===== src/rtl/axil_pkg.sv =====
// Shared definitions for the AXI4-Lite peripheral slave: register map, response codes,
// FSM states and address decode helpers.
package axil_pkg;

    localparam logic [31:0] OFF_CTRL     = 32'h00;
    localparam logic [31:0] OFF_STATUS   = 32'h04;
    localparam logic [31:0] OFF_IRQ_EN   = 32'h08;
    localparam logic [31:0] OFF_IRQ_PEND = 32'h0C;
    localparam logic [31:0] OFF_SCRATCH  = 32'h10;

    localparam logic [1:0] RESP_OKAY   = 2'b00;
    localparam logic [1:0] RESP_SLVERR = 2'b10;

    localparam int unsigned IRQ_W = 8;

    typedef enum logic { W_IDLE, W_RESP } wstate_t;
    typedef enum logic { R_IDLE, R_DATA } rstate_t;

    typedef enum logic [2:0] {
        REG_CTRL, REG_STATUS, REG_IRQ_EN, REG_IRQ_PEND, REG_SCRATCH, REG_NONE
    } reg_sel_t;

    typedef struct packed {
        reg_sel_t   sel;
        logic [1:0] idx;
    } reg_dec_t;

    // byte_off must already have bits 1:0 cleared
    function automatic reg_dec_t decode(input logic [31:0] byte_off, input int unsigned num_scratch);
        reg_dec_t dec;
        dec.sel = REG_NONE;
        dec.idx = '0;
        if (byte_off == OFF_CTRL)          dec.sel = REG_CTRL;
        else if (byte_off == OFF_STATUS)   dec.sel = REG_STATUS;
        else if (byte_off == OFF_IRQ_EN)   dec.sel = REG_IRQ_EN;
        else if (byte_off == OFF_IRQ_PEND) dec.sel = REG_IRQ_PEND;
        else if (byte_off >= OFF_SCRATCH && byte_off < OFF_SCRATCH + 4 * num_scratch) begin
            dec.sel = REG_SCRATCH;
            dec.idx = 2'((byte_off - OFF_SCRATCH) >> 2);
        end
        return dec;
    endfunction

    function automatic logic [31:0] strb_mask(input logic [3:0] strb);
        logic [31:0] m;
        m = '0;
        for (int unsigned i = 0; i < 4; i++) m[8*i +: 8] = {8{strb[i]}};
        return m;
    endfunction

endpackage


===== src/rtl/axil_irq_pend.sv =====
// Interrupt pending register: rising-edge detect on irq_src, write-one-to-clear,
// with a new edge taking priority over a clear in the same cycle.
module axil_irq_pend
    import axil_pkg::*;
#(
    parameter int unsigned WIDTH = IRQ_W
) (
    input  logic             clk,
    input  logic             rst,
    input  logic [WIDTH-1:0] irq_src,
    input  logic [WIDTH-1:0] clr,
    output logic [WIDTH-1:0] pend
);

    logic [WIDTH-1:0] src_q;

    always_ff @(posedge clk or posedge rst) begin
        if (rst) begin
            src_q <= '0;
            pend  <= '0;
        end else begin
            src_q <= irq_src;
            pend  <= (pend & ~clr) | (irq_src & ~src_q);
        end
    end

endmodule


===== src/rtl/axil_periph_slave.sv =====
// AXI4-Lite peripheral slave: CTRL/STATUS/IRQ_EN/IRQ_PEND/SCRATCH registers.
// Define AXIL_SLV_WSTRB_EN to honour wstrb byte enables; otherwise all 32 bits are written.
module axil_periph_slave
    import axil_pkg::*;
#(
    parameter int unsigned ADDR_W      = 9,
    parameter int unsigned NUM_SCRATCH = 4
) (
    input  logic              clk,
    input  logic              rst,
    input  logic [ADDR_W-1:0] awaddr,
    input  logic              awvalid,
    output logic              awready,
    input  logic [31:0]       wdata,
    input  logic [3:0]        wstrb,
    input  logic              wvalid,
    output logic              wready,
    output logic [1:0]        bresp,
    output logic              bvalid,
    input  logic              bready,
    input  logic [ADDR_W-1:0] araddr,
    input  logic              arvalid,
    output logic              arready,
    output logic [31:0]       rdata,
    output logic [1:0]        rresp,
    output logic              rvalid,
    input  logic              rready,
    input  logic [31:0]       status_in,
    input  logic [7:0]        irq_src,
    output logic [31:0]       ctrl_out,
    output logic              irq
);

    wstate_t     wstate;
    rstate_t     rstate;
    logic        aw_open;
    logic [31:0] ctrl;
    logic [7:0]  irq_en;
    logic [7:0]  irq_pend;
    logic [31:0] scratch [NUM_SCRATCH];

    reg_dec_t    wdec, rdec;
    logic        wr_fire, rd_fire, wr_ok, rd_ok;
    logic [31:0] wmask, rd_word;
    logic [7:0]  pend_clr;

    // aw_open is low during reset and while a response is outstanding, so the
    // combinational handshake can only fire in an idle, out-of-reset cycle.
    assign awready = aw_open & awvalid & wvalid;
    assign wready  = awready;
    assign wr_fire = awready;
    assign rd_fire = arready & arvalid;

`ifdef AXIL_SLV_WSTRB_EN
    assign wmask = strb_mask(wstrb);
`else
    logic unused_wstrb;
    assign unused_wstrb = ^wstrb;
    assign wmask = '1;
`endif

    always_comb begin
        wdec     = decode(32'(awaddr) & ~32'h3, NUM_SCRATCH);
        rdec     = decode(32'(araddr) & ~32'h3, NUM_SCRATCH);
        wr_ok    = (wdec.sel != REG_NONE) && (wdec.sel != REG_STATUS);
        rd_ok    = (rdec.sel != REG_NONE);
        pend_clr = (wr_fire && wdec.sel == REG_IRQ_PEND) ? (wdata[7:0] & wmask[7:0]) : '0;
        rd_word  = '0;
        case (rdec.sel)
            REG_CTRL:     rd_word = ctrl;
            REG_STATUS:   rd_word = status_in;
            REG_IRQ_EN:   rd_word = {24'h0, irq_en};
            REG_IRQ_PEND: rd_word = {24'h0, irq_pend};
            REG_SCRATCH:  rd_word = scratch[rdec.idx];
            default:      rd_word = '0;
        endcase
    end

    always_ff @(posedge clk or posedge rst) begin
        if (rst) begin
            wstate  <= W_IDLE;
            aw_open <= 1'b0;
            bvalid  <= 1'b0;
            bresp   <= RESP_OKAY;
            ctrl    <= '0;
            irq_en  <= '0;
            for (int unsigned i = 0; i < NUM_SCRATCH; i++) scratch[i] <= '0;
        end else begin
            case (wstate)
                W_IDLE: begin
                    if (wr_fire) begin
                        wstate  <= W_RESP;
                        aw_open <= 1'b0;
                        bvalid  <= 1'b1;
                        bresp   <= wr_ok ? RESP_OKAY : RESP_SLVERR;
                        case (wdec.sel)
                            REG_CTRL:    ctrl   <= (ctrl & ~wmask) | (wdata & wmask);
                            REG_IRQ_EN:  irq_en <= (irq_en & ~wmask[7:0]) | (wdata[7:0] & wmask[7:0]);
                            REG_SCRATCH: scratch[wdec.idx] <= (scratch[wdec.idx] & ~wmask) | (wdata & wmask);
                            default: ;
                        endcase
                    end else begin
                        aw_open <= 1'b1;
                    end
                end
                W_RESP: begin
                    if (bready) begin
                        wstate  <= W_IDLE;
                        aw_open <= 1'b1;
                        bvalid  <= 1'b0;
                    end
                end
                default: wstate <= W_IDLE;
            endcase
        end
    end

    always_ff @(posedge clk or posedge rst) begin
        if (rst) begin
            rstate  <= R_IDLE;
            arready <= 1'b0;
            rvalid  <= 1'b0;
            rdata   <= '0;
            rresp   <= RESP_OKAY;
        end else begin
            case (rstate)
                R_IDLE: begin
                    if (rd_fire) begin
                        rstate  <= R_DATA;
                        arready <= 1'b0;
                        rvalid  <= 1'b1;
                        rdata   <= rd_ok ? rd_word : '0;
                        rresp   <= rd_ok ? RESP_OKAY : RESP_SLVERR;
                    end else begin
                        arready <= 1'b1;
                    end
                end
                R_DATA: begin
                    if (rready) begin
                        rstate  <= R_IDLE;
                        arready <= 1'b1;
                        rvalid  <= 1'b0;
                    end
                end
                default: rstate <= R_IDLE;
            endcase
        end
    end

    axil_irq_pend #(.WIDTH(IRQ_W)) u_irq_pend (
        .clk     (clk),
        .rst     (rst),
        .irq_src (irq_src),
        .clr     (pend_clr),
        .pend    (irq_pend)
    );

    assign ctrl_out = ctrl;
    assign irq      = ctrl[0] & (|(irq_pend & irq_en));

endmodule


===== config.mk =====
export PLATFORM = sky130hd
export DESIGN_NAME = axil_periph_slave
export DESIGN_NICKNAME = d
export VERILOG_FILES = /design/src/rtl/axil_pkg.sv /design/src/rtl/axil_irq_pend.sv /design/src/rtl/axil_periph_slave.sv
export SDC_FILE = /design/constraint.sdc
export NUM_CORES = 1
export LEC_CHECK = 0
export CAP_MARGIN = 20
export CELL_PAD_IN_SITES_DETAIL_PLACEMENT = 1
export CELL_PAD_IN_SITES_GLOBAL_PLACEMENT = 1
export CORE_MARGIN = 2
export CORE_UTILIZATION = 39
export DETAILED_ROUTE_END_ITERATION = 16
export PLACE_DENSITY = 0.76
export REMOVE_ABC_BUFFERS = 1
export SYNTH_ARGS = -nofsm -noshare
export SYNTH_HDL_FRONTEND = slang
export SYNTH_HIERARCHICAL = 1
export SYNTH_SLANG_ARGS = --single-unit

===== constraint.sdc =====
create_clock -name clk -period 6.8 [get_ports clk]
set_input_delay 0.68 -clock clk [delete_from_list [all_inputs] [get_ports clk]]
set_output_delay 0.68 -clock clk [all_outputs]
set_load 0.005 [all_outputs]

==> run summary, run 1 <==
vias: 6813
Die Height: 167 um
Fin. Hold Viols: 0
vias in the first global route: 7580
Seq/Total Area, Yosys: 54.3%
commonest cells after routing, fill and taps aside: dfrtp_1, clkdlybuf4s50_1, mux2_2
Final Instance Area: 13100 sq um
total grt overflow: 0
clock group share of total power: 44.5%
Avg Synthesized Cell Area: 13.6 sq um
TNS Setup: 0 ns
Min-Delay Path Class: reg -> reg
power density cells: 244 nW/um^2
Post-CTS Hold Buffers: 0
post-synthesis async set-or-reset flop share: 100%
Final HPWL DP: 15900 um
status: finished, final reports clean
# clock sinks: 224
startpoint type of the worst setup path: input pin
Worst-Skew Late Latency: 0.52 ns
Worst path max stage delay: 1.00 ns
initial antenna violation count: 0
CP Class: in -> reg
Min Clock Period, post-route: 2.98 ns
core area: 26100 sq um
Initial DRC Count: 309
largest net degree at the start of global routing: 150
critical-path cell list: clkdlybuf4s50_1 > nand3_1 > a211oi_1 > o31ai_1
wire per inst: 20.7 um
1st-pass router iterations: 4
Top Ports: 175
CTS H-tree lvls: 1
first-pass GRT wire length: 42100 um
Max-Cap Viols: 0
CP Capture Type: flip-flop
Setup violations, final: 0
synthesized area: 10300 sq um
Die Width: 167 um
Max Clock Freq: 0.335 GHz
TritonCTS buffer count: 26
post_cts resized: 0
switching share of power: 23.3%
layout net count: 1010
CTS clk-pin slew, worst paths: 0.06 ns
DRC violations left: 0
EDFF count, synth: 0
Max IR drop VDD: 151 uV
placed cell areas: 12200 sq um
Gate Count Post-Synth: 762
share of layout cells above drive strength 1: 27.8%
CP max FO: 20
clock skew: 0.0105 ns
antenna cell count: 0
Worst-Margin Slew: 1.12 ns
Slew Limit Fails: 0
CTS tree: built
most common cell after layout, fill and taps aside: dfrtp_1
Int Power: 0.00245 W
global placer's final weighted congestion: 0.696
number of setup buffers added after CTS: 0
RSZ-0062 raised after global routing: false
leakage: 6.19 nW
initial core utilization: 39.7%
Area growth syn-to-layout: 27.1%
YS warnings: 6
CP max stage cell: nand3_1
switching pwr: 0.000747 W
Final period util: 43.9%
share of power burned in registers: 44.8%
clk buf depth: 3
Slew HR: 25.0%
Combinational Power Share: 10.7%
# rows: 59
WL final: 26100 um
critical path arrival: 3.37 ns
Primary FF master, synth: dfrtp_1
post-route ant nets: 0
Root Driver: clkbuf_16
IO Port Bufs: 164
Total GRT Usage: 18.8%
die area: 27800 sq um
Crit path required time: 7.18 ns
Cell variety after synth: 47
drt via density: 5.39
Yosys reg bits: 224
## routing by layer
layer | global-route usage [%] | wire (um) | vias up
li1 | - | - | 3082
met1 | 25.6 | 12200 | 3568
met2 | 32.2 | 12600 | 138
met3 | 3.04 | 957 | 25
met4 | 3.45 | 357 | 0
met5 | 0 | 0 | -
## worst max-delay path: cells and delay by family
kind,cells,cell delay (ns)
compound gates,2,0.70
buf+inv,1,0.97
simple gates,1,1.00
## synthesized netlist by cell type, types with 2 or more instances
cell | count | area [sq um]
or4_1 | 3 | 22.5
inv_1 | 22 | 82.6
nor2b_1 | 11 | 68.8
mux4_2 | 8 | 180
nand2b_1 | 3 | 18.8
o221ai_1 | 8 | 70.1
mux2_4 | 60 | 901
dfrtp_1 | 224 | 5610
o21ai_0 | 22 | 110
clkbuf_1 | 30 | 113
a22oi_1 | 30 | 225
or3_1 | 3 | 18.8
nor3_1 | 2 | 10.0
o32ai_1 | 11 | 96.3
nor2_1 | 32 | 120
a2bb2oi_1 | 8 | 70.1
and2_1 | 8 | 50.1
a21oi_1 | 13 | 65.1
nand3b_1 | 8 | 60.1
o22ai_1 | 2 | 12.5
nand3_1 | 3 | 15.0
mux2_2 | 118 | 1330
buf_1 | 3 | 11.3
and3_1 | 2 | 12.5
buf_6 | 6 | 67.6
buf_4 | 3 | 22.5
o22ai_2 | 8 | 100
nand2_1 | 14 | 52.6
mux2_1 | 7 | 78.8
mux2i_1 | 29 | 290
o21bai_1 | 4 | 30.0
o31ai_1 | 15 | 113
a211oi_1 | 12 | 90.1
buf_2 | 14 | 70.1
nor3b_1 | 4 | 30.0
## power by group through the flow
stage | Combinational (W) | Clock [W] | Sequential, W
2_1_floorplan | 0.000152 | 0 | 0.00145
3_3_place_gp | 0.000335 | 0 | 0.00145
3_5_place_dp | 0.000343 | 0 | 0.00146
4_1_cts | 0.000345 | 0.00146 | 0.00143
5_1_grt | 0.000375 | 0.00152 | 0.00144
6_report | 0.000342 | 0.00143 | 0.00143
## layout make-up
| type | count | area, sq um |
|---|---|---|
| clock buffer | 37 | 753 |
| clock inverter | 10 | 130 |
| fill | 2596 | 12900 |
| inverter | 22 | 90.1 |
| multi-input combinational | 461 | 4390 |
| sequential | 224 | 5610 |
| tap | 335 | 419 |
| timing repair buffer | 174 | 1750 |
## sequential cells by signal, summed over array words and instances, names as in the netlist
register,flops
u_irq_pend/src_q,8
ctrl_out,32
rresp,1
scratch,128
rvalid,1
u_irq_pend/pend,8
irq_en,8
arready,1
bresp,1
rstate,1
bvalid,1
aw_open,1
wstate,1
rdata,32
## path summary, 6_finish.rpt
path | from | to | cells after the start | slack [ns]
max in group asynchronous | rst | rdata[17] | 4 | 4.57
min in group asynchronous | rst | ctrl_out[6] | 2 | 0.52
worst min register to register | u_irq_pend/src_q[3] | u_irq_pend/pend[3] | 1 | 0.43
worst max-delay path | araddr[4] | rdata[18] | 4 | 3.82
worst min-delay path | u_irq_pend/src_q[3] | u_irq_pend/pend[3] | 1 | 0.43
worst max register to register | aw_open | scratch[95] | 4 | 4.40
## metrics by stage
step | worst slack [ns] | hold slack [ns] | utilization, % | power (W) | std cells
finish | 3.82 | 0.430 | 50.4 | 0.00320 | 1263
floorplan | 0.439 | 0.414 | - | 0.00160 | 707
CTS | 3.83 | 0.432 | 50.2 | 0.00324 | 1261
global placement | 3.38 | 0.415 | 46.8 | 0.00179 | 1214
global route | 3.74 | 0.442 | 50.4 | 0.00334 | 1263
detailed placement | 3.32 | 0.424 | 46.8 | 0.00180 | 1214
## cell families (layout without fill, tap and decap cells)
kind of cell | after synthesis | in the layout | share of synthesized area [%]
AOI/OAI and AO/OA | 137 | 137 | 9.86
buffers and inverters | 78 | 243 | 3.55
other | 1 | 2 | 0.0363
DFF | 224 | 224 | 54.3
and+or+nand+nor | 100 | 100 | 5.41
muxes | 222 | 222 | 26.9
No activity file was read; power rests on OpenSTA's default activity.
==> inputs of run 2 (changes only) <==
--- a/config.mk
+++ b/config.mk
@@ -9,9 +9,9 @@
 export CELL_PAD_IN_SITES_DETAIL_PLACEMENT = 1
 export CELL_PAD_IN_SITES_GLOBAL_PLACEMENT = 1
 export CORE_MARGIN = 2
-export CORE_UTILIZATION = 39
+export CORE_UTILIZATION = 43
 export DETAILED_ROUTE_END_ITERATION = 16
-export PLACE_DENSITY = 0.76
+export PLACE_DENSITY = 0.79
 export REMOVE_ABC_BUFFERS = 1
 export SYNTH_ARGS = -nofsm -noshare
 export SYNTH_HDL_FRONTEND = slang
==> constraint.sdc (replaced) <==
create_clock -name clk -period 2.9 [get_ports clk]
set_input_delay 0.29 -clock clk [delete_from_list [all_inputs] [get_ports clk]]
set_output_delay 0.29 -clock clk [all_outputs]
set_load 0.005 [all_outputs]
==> run summary, run 2 (synthesized netlist as in run 1, its figures left out) <==
CP max stage cell: clkdlybuf4s50_1
R2R Path Start: aw_open
Fin. Hold Viols: 0
total grt overflow: 0
core area: 23500 sq um
power density cells: 546 nW/um^2
reg2reg path depth: 5
depth of the worst hold-timing path: 1
FF-to-FF End: scratch[42]
share of layout cells above drive strength 1: 28.8%
Top Ports: 175
post-route ant nets: 0
Die Height: 159 um
critical path arrival: 1.83 ns
post-route setup slack: 0.780 ns
Max IR drop VDD: 536 uV
1st-pass router iterations: 5
layout net count: 1029
Final HPWL DP: 17900 um
Area growth syn-to-layout: 27.8%
Worst path max stage delay: 0.55 ns
Total GRT Usage: 21.7%
Min-Delay Path Class: in -> reg
die area: 25300 sq um
CTS tree: built
RSZ-0062 raised after global routing: false
Root Driver: clkbuf_16
WL final: 27400 um
critical-path cell list: a22oi_1 > a41oi_1 > clkdlybuf4s50_1
Final period util: 73.1%
placed cell areas: 12400 sq um
startpoint type of the worst setup path: flip-flop
antenna cell count: 0
critical path startpoint: u_irq_pend/pend[6]
Worst-Skew Late Latency: 0.52 ns
drt via density: 5.56
DRC violations left: 0
placed insts: 1219
commonest cells after routing, fill and taps aside: dfrtp_1, clkdlybuf4s50_1, mux2_2
Worst Hold Endpoint: u_irq_pend/src_q[7]
Worst-Margin Slew: 0.638 ns
Crit path required time: 2.61 ns
FF-to-FF setup slack: 0.81 ns
Die Width: 159 um
# clock sinks: 224
most flop-heavy register: scratch
wire per inst: 21.7 um
vias: 7009
Min Clock Period, post-route: 2.12 ns
CP Capture Type: output pin
CTS clk-pin slew, worst paths: 0.06 ns
CTS H-tree lvls: 1
CP max FO: 3
Post-CTS Hold Buffers: 0
Slew HR: 57.5%
status: finished, final reports clean
Slew Limit Fails: 0
number of setup buffers added after CTS: 0
# rows: 56
initial antenna violation count: 0
Max Clock Freq: 0.472 GHz
post_cts resized: 0
hold_sp: irq_src[7]
Setup WS pre-CTS: 0.261 ns
vias in the first global route: 7945
non-filler cells, final: 1261
max reg flops: 128
most common cell after layout, fill and taps aside: dfrtp_1
Initial DRC Count: 289
largest net degree at the start of global routing: 86
CP Class: reg -> out
Max-Cap Viols: 0
clk buf depth: 3
Final Util: 56.1%
TritonCTS buffer count: 26
clock skew: 0.00764 ns
Final Instance Area: 13200 sq um
initial core utilization: 43.9%
leakage: 6.25 nW
global placer's final weighted congestion: 0.720
hold slack final: 0.240 ns
Setup violations, final: 0
first-pass GRT wire length: 44300 um
IO Port Bufs: 164
-- run 2: layout make-up --
| cell class | count | area, sq um |
|---|---|---|
| clock inverters | 4 | 22.5 |
| fillers | 2342 | 10300 |
| clock buffers | 38 | 757 |
| inverters | 22 | 90.1 |
| repair buffers | 193 | 1940 |
| well taps | 319 | 399 |
| multi-input cells | 461 | 4390 |
| flip-flops and latches | 224 | 5610 |
-- run 2: worst max path at each step --
stage	cells past startpoint	endpoint
2_1_floorplan	1	arready
3_3_place_gp	6	scratch[41]
3_5_place_dp	6	scratch[42]
4_1_cts	3	irq
5_1_grt	3	irq
6_report	3	irq
-- run 2: per-stage QoR --
step / power (W) / TNS [ns]
after floorplan: 0.00375 / -647.03
after global placement: 0.00421 / 0
after detailed placement: 0.00425 / 0
after CTS: 0.00728 / 0
after global routing: 0.00750 / 0
final: 0.00721 / 0
-- run 2: worst max-delay path: cells and delay by family (launching register included) --
kind	cells	cell delay, ns
buf+inv	1	0.55
compound gates	2	0.39
flops	1	0.38
-- run 2: power breakdown --
part	leakage, nW	switching, W	internal (W)	total (W)
Clock	0.382	0.00123	0.00178	0.00301
Combinational	2.85	0.000400	0.000428	0.000828
Sequential	3.02	0.0000952	0.00327	0.00337
Total	6.25	0.00172	0.00548	0.00721
-- run 2: metal layers --
metal	wire length, um	share of wire (%)	global-route usage [%]	up-vias
li1	-	-	-	3126
met4	464	1.7	4.26	0
met1	12200	44	28.3	3684
met3	1170	4.3	3.59	33
met2	13600	50	38.5	166
met5	0	0	0	-
